==> config.mk <==
export PLATFORM = sky130hd
export DESIGN_NAME = regfile_mp_sb
export DESIGN_NICKNAME = d
export VERILOG_FILES = /design/src/rtl/regfile_mp_sb.sv
export SDC_FILE = /design/constraint.sdc
export NUM_CORES = 2
export LEC_CHECK = 0
export CELL_PAD_IN_SITES_DETAIL_PLACEMENT = 1
export CELL_PAD_IN_SITES_GLOBAL_PLACEMENT = 2
export CORE_MARGIN = 3
export CORE_UTILIZATION = 44
export DETAILED_ROUTE_END_ITERATION = 16
export PLACE_DENSITY_LB_ADDON = 0.15
export SLEW_MARGIN = 20
export SYNTH_ARGS = -nofsm -noshare
export SYNTH_HDL_FRONTEND = slang
export SYNTH_SLANG_ARGS = --single-unit
==> constraint.sdc <==
create_clock -name clk -period 126 [get_ports clk]
set_input_delay 25.2 -clock clk [delete_from_list [all_inputs] [get_ports clk]]
set_output_delay 25.2 -clock clk [all_outputs]
set_load 0.01 [all_outputs]
==> src/rtl/regfile_mp_sb.sv <==
// Two-write-port integer register file with a pending-load scoreboard and an I/O mailbox register.
// Optional macro REGFILE_BYPASS_EN forwards same-cycle write data and load completion to the read ports.
module regfile_mp_sb #(
    parameter int DATA_WIDTH = 32,
    parameter int ADDR_WIDTH = 5,
    parameter int IO_REG     = 31,
    parameter int OUT_REG    = 10
) (
    input  logic                  clk,
    input  logic                  rst,
    input  logic [ADDR_WIDTH-1:0] ra1,
    input  logic [ADDR_WIDTH-1:0] ra2,
    output logic [DATA_WIDTH-1:0] rd1,
    output logic [DATA_WIDTH-1:0] rd2,
    output logic                  rd1_busy,
    output logic                  rd2_busy,
    input  logic                  we_a,
    input  logic [ADDR_WIDTH-1:0] wa_a,
    input  logic [DATA_WIDTH-1:0] wd_a,
    input  logic                  we_b,
    input  logic [ADDR_WIDTH-1:0] wa_b,
    input  logic [DATA_WIDTH-1:0] wd_b,
    input  logic                  iss_en,
    input  logic [ADDR_WIDTH-1:0] iss_rd,
    input  logic                  io_we,
    input  logic [DATA_WIDTH-1:0] io_in,
    output logic [DATA_WIDTH-1:0] io_out,
    output logic [DATA_WIDTH-1:0] a0,
    output logic                  pend_any
);

    localparam int DEPTH = 2 ** ADDR_WIDTH;
    localparam logic [ADDR_WIDTH-1:0] IO_IDX  = ADDR_WIDTH'(IO_REG);
    localparam logic [ADDR_WIDTH-1:0] OUT_IDX = ADDR_WIDTH'(OUT_REG);
    localparam logic [ADDR_WIDTH-1:0] ZERO_IDX = {ADDR_WIDTH{1'b0}};

    logic [DATA_WIDTH-1:0] regs [DEPTH];
    logic [DEPTH-1:0]      pending;
    logic [ADDR_WIDTH-1:0] raddr [2];
    logic [DATA_WIDTH-1:0] rdata [2];
    logic                  rbusy [2];

    assign raddr[0] = ra1;
    assign raddr[1] = ra2;

    // Register array update: port A beats port B beats the mailbox; x0 is never written.
    always_ff @(posedge clk or posedge rst) begin
        if (rst) begin
            for (int i = 0; i < DEPTH; i++) begin
                regs[i] <= {DATA_WIDTH{1'b0}};
            end
        end else begin
            for (int i = 1; i < DEPTH; i++) begin
                if (we_a && (wa_a == ADDR_WIDTH'(i))) begin
                    regs[i] <= wd_a;
                end else if (we_b && (wa_b == ADDR_WIDTH'(i))) begin
                    regs[i] <= wd_b;
                end else if (io_we && (IO_IDX == ADDR_WIDTH'(i))) begin
                    regs[i] <= io_in;
                end else begin
                    regs[i] <= regs[i];
                end
            end
        end
    end

    // Scoreboard: a newly issued load outranks the completion of an older one to the same register.
    always_ff @(posedge clk or posedge rst) begin
        if (rst) begin
            pending <= {DEPTH{1'b0}};
        end else begin
            pending[0] <= 1'b0;
            for (int i = 1; i < DEPTH; i++) begin
                if (iss_en && (iss_rd == ADDR_WIDTH'(i))) begin
                    pending[i] <= 1'b1;
                end else if (we_b && (wa_b == ADDR_WIDTH'(i))) begin
                    pending[i] <= 1'b0;
                end else begin
                    pending[i] <= pending[i];
                end
            end
        end
    end

    // Read ports: x0 and reset force zero data and no hazard.
    always_comb begin
        for (int p = 0; p < 2; p++) begin
            rdata[p] = regs[raddr[p]];
            rbusy[p] = pending[raddr[p]];
`ifdef REGFILE_BYPASS_EN
            if (we_a && (wa_a == raddr[p])) begin
                rdata[p] = wd_a;
            end else if (we_b && (wa_b == raddr[p])) begin
                rdata[p] = wd_b;
            end else if (io_we && (raddr[p] == IO_IDX)) begin
                rdata[p] = io_in;
            end else begin
                rdata[p] = regs[raddr[p]];
            end
            if (we_b && (wa_b == raddr[p])) begin
                rbusy[p] = 1'b0;
            end else begin
                rbusy[p] = pending[raddr[p]];
            end
`endif
            if (rst || (raddr[p] == ZERO_IDX)) begin
                rdata[p] = {DATA_WIDTH{1'b0}};
                rbusy[p] = 1'b0;
            end else begin
                rdata[p] = rdata[p];
                rbusy[p] = rbusy[p];
            end
        end
    end

    assign rd1      = rdata[0];
    assign rd2      = rdata[1];
    assign rd1_busy = rbusy[0];
    assign rd2_busy = rbusy[1];
    assign io_out   = regs[IO_IDX];
    assign a0       = regs[OUT_IDX];
    assign pend_any = (|pending) & ~rst;

endmodule

==> results_tabular.tex <==
\begin{tabular}{lr}
\hline
Metric & Value \\
\hline
\multicolumn{2}{l}{\textbf{Setup path}} \\
\quad Crit path launch type & input pin \\
\quad Critical register-to-register path startpoint & a0[6] \\
\quad Kind of critical path & in -> out \\
\quad Crit end category & output pin \\
\quad Data arrival time of the critical path & 30.25 ns \\
\quad R2R setup slack & 124.97 ns \\
\quad Largest driver fanout on the critical path & 57 \\
\quad Critical path data required time & approximately 100 ns \\
\quad RR Endpoint & a0[6] \\
\quad Number of cells traversed by the worst register-to-register path & 2 \\
\multicolumn{2}{l}{\textbf{STA}} \\
\quad Rel. slew slack & 0.162 \\
\quad Final hold violations & 0 \\
\quad Maximum clock skew at final layout & 0 ns \\
\quad Final worst-path setup slack & 70.55 ns \\
\quad Pin slew with the least headroom to its limit & 1.26 ns \\
\quad Final Cycle Share & 0.440 \\
\quad Count of final setup violators & 0 \\
\quad Pins over their slew limit & 0 \\
\quad Final critical path time including I/O delays and setup & 55.45 ns \\
\quad Setup repair after global routing missed its margin & no \\
\quad Max Clock Freq & 0.0180 GHz \\
\quad Final setup TNS & 0 ns \\
\multicolumn{2}{l}{\textbf{Drt}} \\
\quad Vias per cell & between 6 and 7 \\
\quad Routed WL & 312000 µm \\
\quad Vias after detailed routing & 56.9k \\
\quad Antenna viol nets, final & 0 \\
\quad Initial detailed-routing violation count & 6697 \\
\quad Mean routed wirelength per cell & between 30 and 40 µm \\
\quad Met3 routed wirelength & between 20000 and 30000 µm \\
\quad First-pass iteration count of the detailed router & 6 \\
\quad Total DRC errors in the routed layout & 0 \\
\quad Highest layer used for signal routing & met5 \\
\quad Total length of routed met2 wires & 139000 µm \\
\quad Post-Route M1 WL & between 100000 and 150000 µm \\
\multicolumn{2}{l}{\textbf{Global routing}} \\
\quad First-pass GRT wire length & 441000 µm \\
\quad Overall overflow remaining after global route & 0 \\
\quad Via count of the first global-routing pass & 57.1k \\
\quad Initial antenna violation count & 18 \\
\quad Pin count of the biggest net entering global routing & approximately 140 \\
\quad Overall fraction of global-route tracks in use & 0.400 \\
\multicolumn{2}{l}{\textbf{Synth}} \\
\quad Seq/Total Area, Yosys & 0.389 \\
\quad Portion of synthesized cell area occupied by the leading cell type & 0.389 \\
\quad Post-synthesis instance area & between 0.06 and 0.07 mm² \\
\quad Number of cells produced by synthesis & 6429 \\
\quad Post-synthesis average cell area & 10.2 µm² \\
\quad Largest cells by area after synthesis & dfrtp\_1, mux2i\_1, mux4\_2 \\
\quad Post-synth cell types & 67 \\
\quad Top FF cell, synth & dfrtp\_1 \\
\quad FFs w/ async S/R, synth & 1.00 \\
\quad Flops \& latches, synth & 1023 \\
\quad Synthesized net count & 6556 \\
\quad Post-synth EDFFs & 0 \\
\quad Yosys synthesis warning count & 32 \\
\quad Library cell with the largest summed area after synthesis & dfrtp\_1 \\
\multicolumn{2}{l}{\textbf{Hold path}} \\
\quad Cell depth of the worst hold path & 2 \\
\quad Min-delay worst type & reg -> reg \\
\quad Hold worst-path end & pending[12] \\
\quad Source of the worst hold timing path & pending[12] \\
\multicolumn{2}{l}{\textbf{Cells and area}} \\
\quad Layout-stage area growth over the synthesis result & 11.2\% \\
\quad Nets & 6337 \\
\quad Most frequent standard cell in the layout excluding fill and tap cells & mux2i\_1 \\
\quad Fraction of layout instances using a drive strength above 1 & 0.148 \\
\quad Leading cell types in the layout, fill and taps excluded & mux2i\_1, dfrtp\_1, nor2\_1 \\
\multicolumn{2}{l}{\textbf{Placement}} \\
\quad DP Worst Slack & 70.69 ns \\
\quad HPWL after DPL & 177000 µm \\
\quad Port Buffer Count & 257 \\
\quad Routability Congestion & approximately 0.86 \\
\multicolumn{2}{l}{\textbf{Run}} \\
\quad Max-cap violations & 0 \\
\multicolumn{2}{l}{\textbf{Clock network}} \\
\quad Number of buffers inserted during clock tree synthesis & 131 \\
\quad Worst-path clk slew & around 0.060 ns \\
\quad Clock tree sinks & 1023 \\
\quad Count of H-tree levels built during CTS & 4 \\
\quad CTS Root Cell & clkbuf\_16 \\
\quad Worst-Skew Late Latency & 0.77 ns \\
\quad Count of cells resized by post-cts repair & 0 \\
\quad Max clock buf depth & 3 \\
\quad Post-CTS Repair Setup Buffers & 0 \\
\quad Quantity of hold-fixing buffers added after cts & 0 \\
\quad TritonCTS clock tree & built \\
\multicolumn{2}{l}{\textbf{Floorplan}} \\
\quad Die Wd & about 400 µm \\
\quad Total I/O pin count & between 200 and 300 \\
\quad Die Height & roughly 400 µm \\
\quad Area of the die & between 0.15 and 0.2 mm² \\
\quad Starting density of the core & 0.444 \\
\quad Number of rows in the core area & around 140 \\
\quad Core Box Area & 0.148 mm² \\
\multicolumn{2}{l}{\textbf{Power}} \\
\quad Leakage power & 31.8 nW \\
\quad Final total power & 1.18 mW \\
\quad VDD IR max & 0.0132 mV \\
\quad Total power density per cell area & approximately 16 mW/mm² \\
\multicolumn{2}{l}{\textbf{Status}} \\
\quad Result of the run & finished clean \\
\hline
\end{tabular}
## registers in the layout, indices dropped and copies added, names as in the netlist
name     count
a0          32
regs       928
pending     31
io_out      32
## cell type report
| class | instances | area (µm²) |
|---|---|---|
| inverters | 6 | 30.0 |
| repair buffers | 457 | 4130 |
| clock inverters | 27 | 249 |
| fillers | 15900 | 75000 |
| multi-input cells | 4591 | 36700 |
| flip-flops and latches | 1023 | 25600 |
| diodes | 18 | 45.0 |
| clock buffers | 199 | 4050 |
| well taps | 1930 | 2410 |
## routing by layer
| layer | track usage | vias to the layer above |
|---|---|---|
| met2 | 0.606 | 3217 |
| met3 | 0.0989 | 911 |
| met5 | 0 | - |
| met4 | 0.229 | 10 |
| met1 | 0.521 | 29800 |
| li1 | - | 23000 |
## critical path, stage by stage
cell and delay, ns:
buf_8 0.34, buf_4 0.59, buf_4 0.86, buf_4 0.83, mux4_2 0.37, nand2b_1 0.10
nand4_1 0.14, a222oi_1 0.79, clkdlybuf4s50_1 0.68
## cells in the mapped netlist (all sizes together), types with 3 or more instances
library cell and count:
buf 338, o22ai 78, and3 32, clkbuf 469
a21oi 499, or3 22, or2 6, a22o 53
and4bb 3, nand2 571, nand3 8, o2111a 21
a32oi 20, a2111oi 20, dfrtp 1023, o311a 12
a211oi 53, o31ai 36, mux4 312, and4b 3
nand2b 48, a221oi 16, a22oi 59, nor3 19
a221o 31, mux2 99, nand4bb 3, nor4 7
nor3b 3, inv 6, nor2b 44, nand4b 6
a222oi 11, mux2i 1329, o21ai 536, nor2 579
nand4 16, o31a 14, and2 8
## worst max-delay path by stage
stage	startpoint	end	slack, ns	cells after the start
5_1_grt	ra2[1]	rd2[16]	70.55	9
2_1_floorplan	rst	rd2[10]	43.37	4
3_5_place_dp	ra2[1]	rd2[16]	70.69	9
6_report	ra2[1]	rd2[16]	70.55	9
3_3_place_gp	ra2[1]	rd2[16]	70.76	9
4_1_cts	ra2[1]	rd2[16]	70.69	9
## logic make-up (layout without fill, tap and decap cells)
group	after synthesis	in the layout	synth area share
multiplexers	1740	1740	0.326
AO/OA/AOI/OAI	1467	1467	0.134
AND/OR/NAND/NOR	1384	1384	0.0892
flip-flops	1023	1023	0.389
other	0	18	0
buffers and inverters	815	689	0.0619
## power by group
part,internal (mW),switching [mW],leakage [nW]
Sequential,0.415,0.0819,12.5
Combinational,0.151,0.144,17.2
Clock,0.229,0.157,2.14
## through the flow
step           hold WS [ns]  instance area [µm²]  utilization  instances
2_1_floorplan         0.484                65800            -       6429
3_3_place_gp          0.508                68800        0.464       8005
3_5_place_dp          0.527                68800        0.464       8005
4_1_cts               0.566                73100        0.493       8231
5_1_grt               0.595                73200        0.494       8240
6_report              0.571                73200        0.494       8251
No activity file was read; power rests on OpenSTA's default activity.
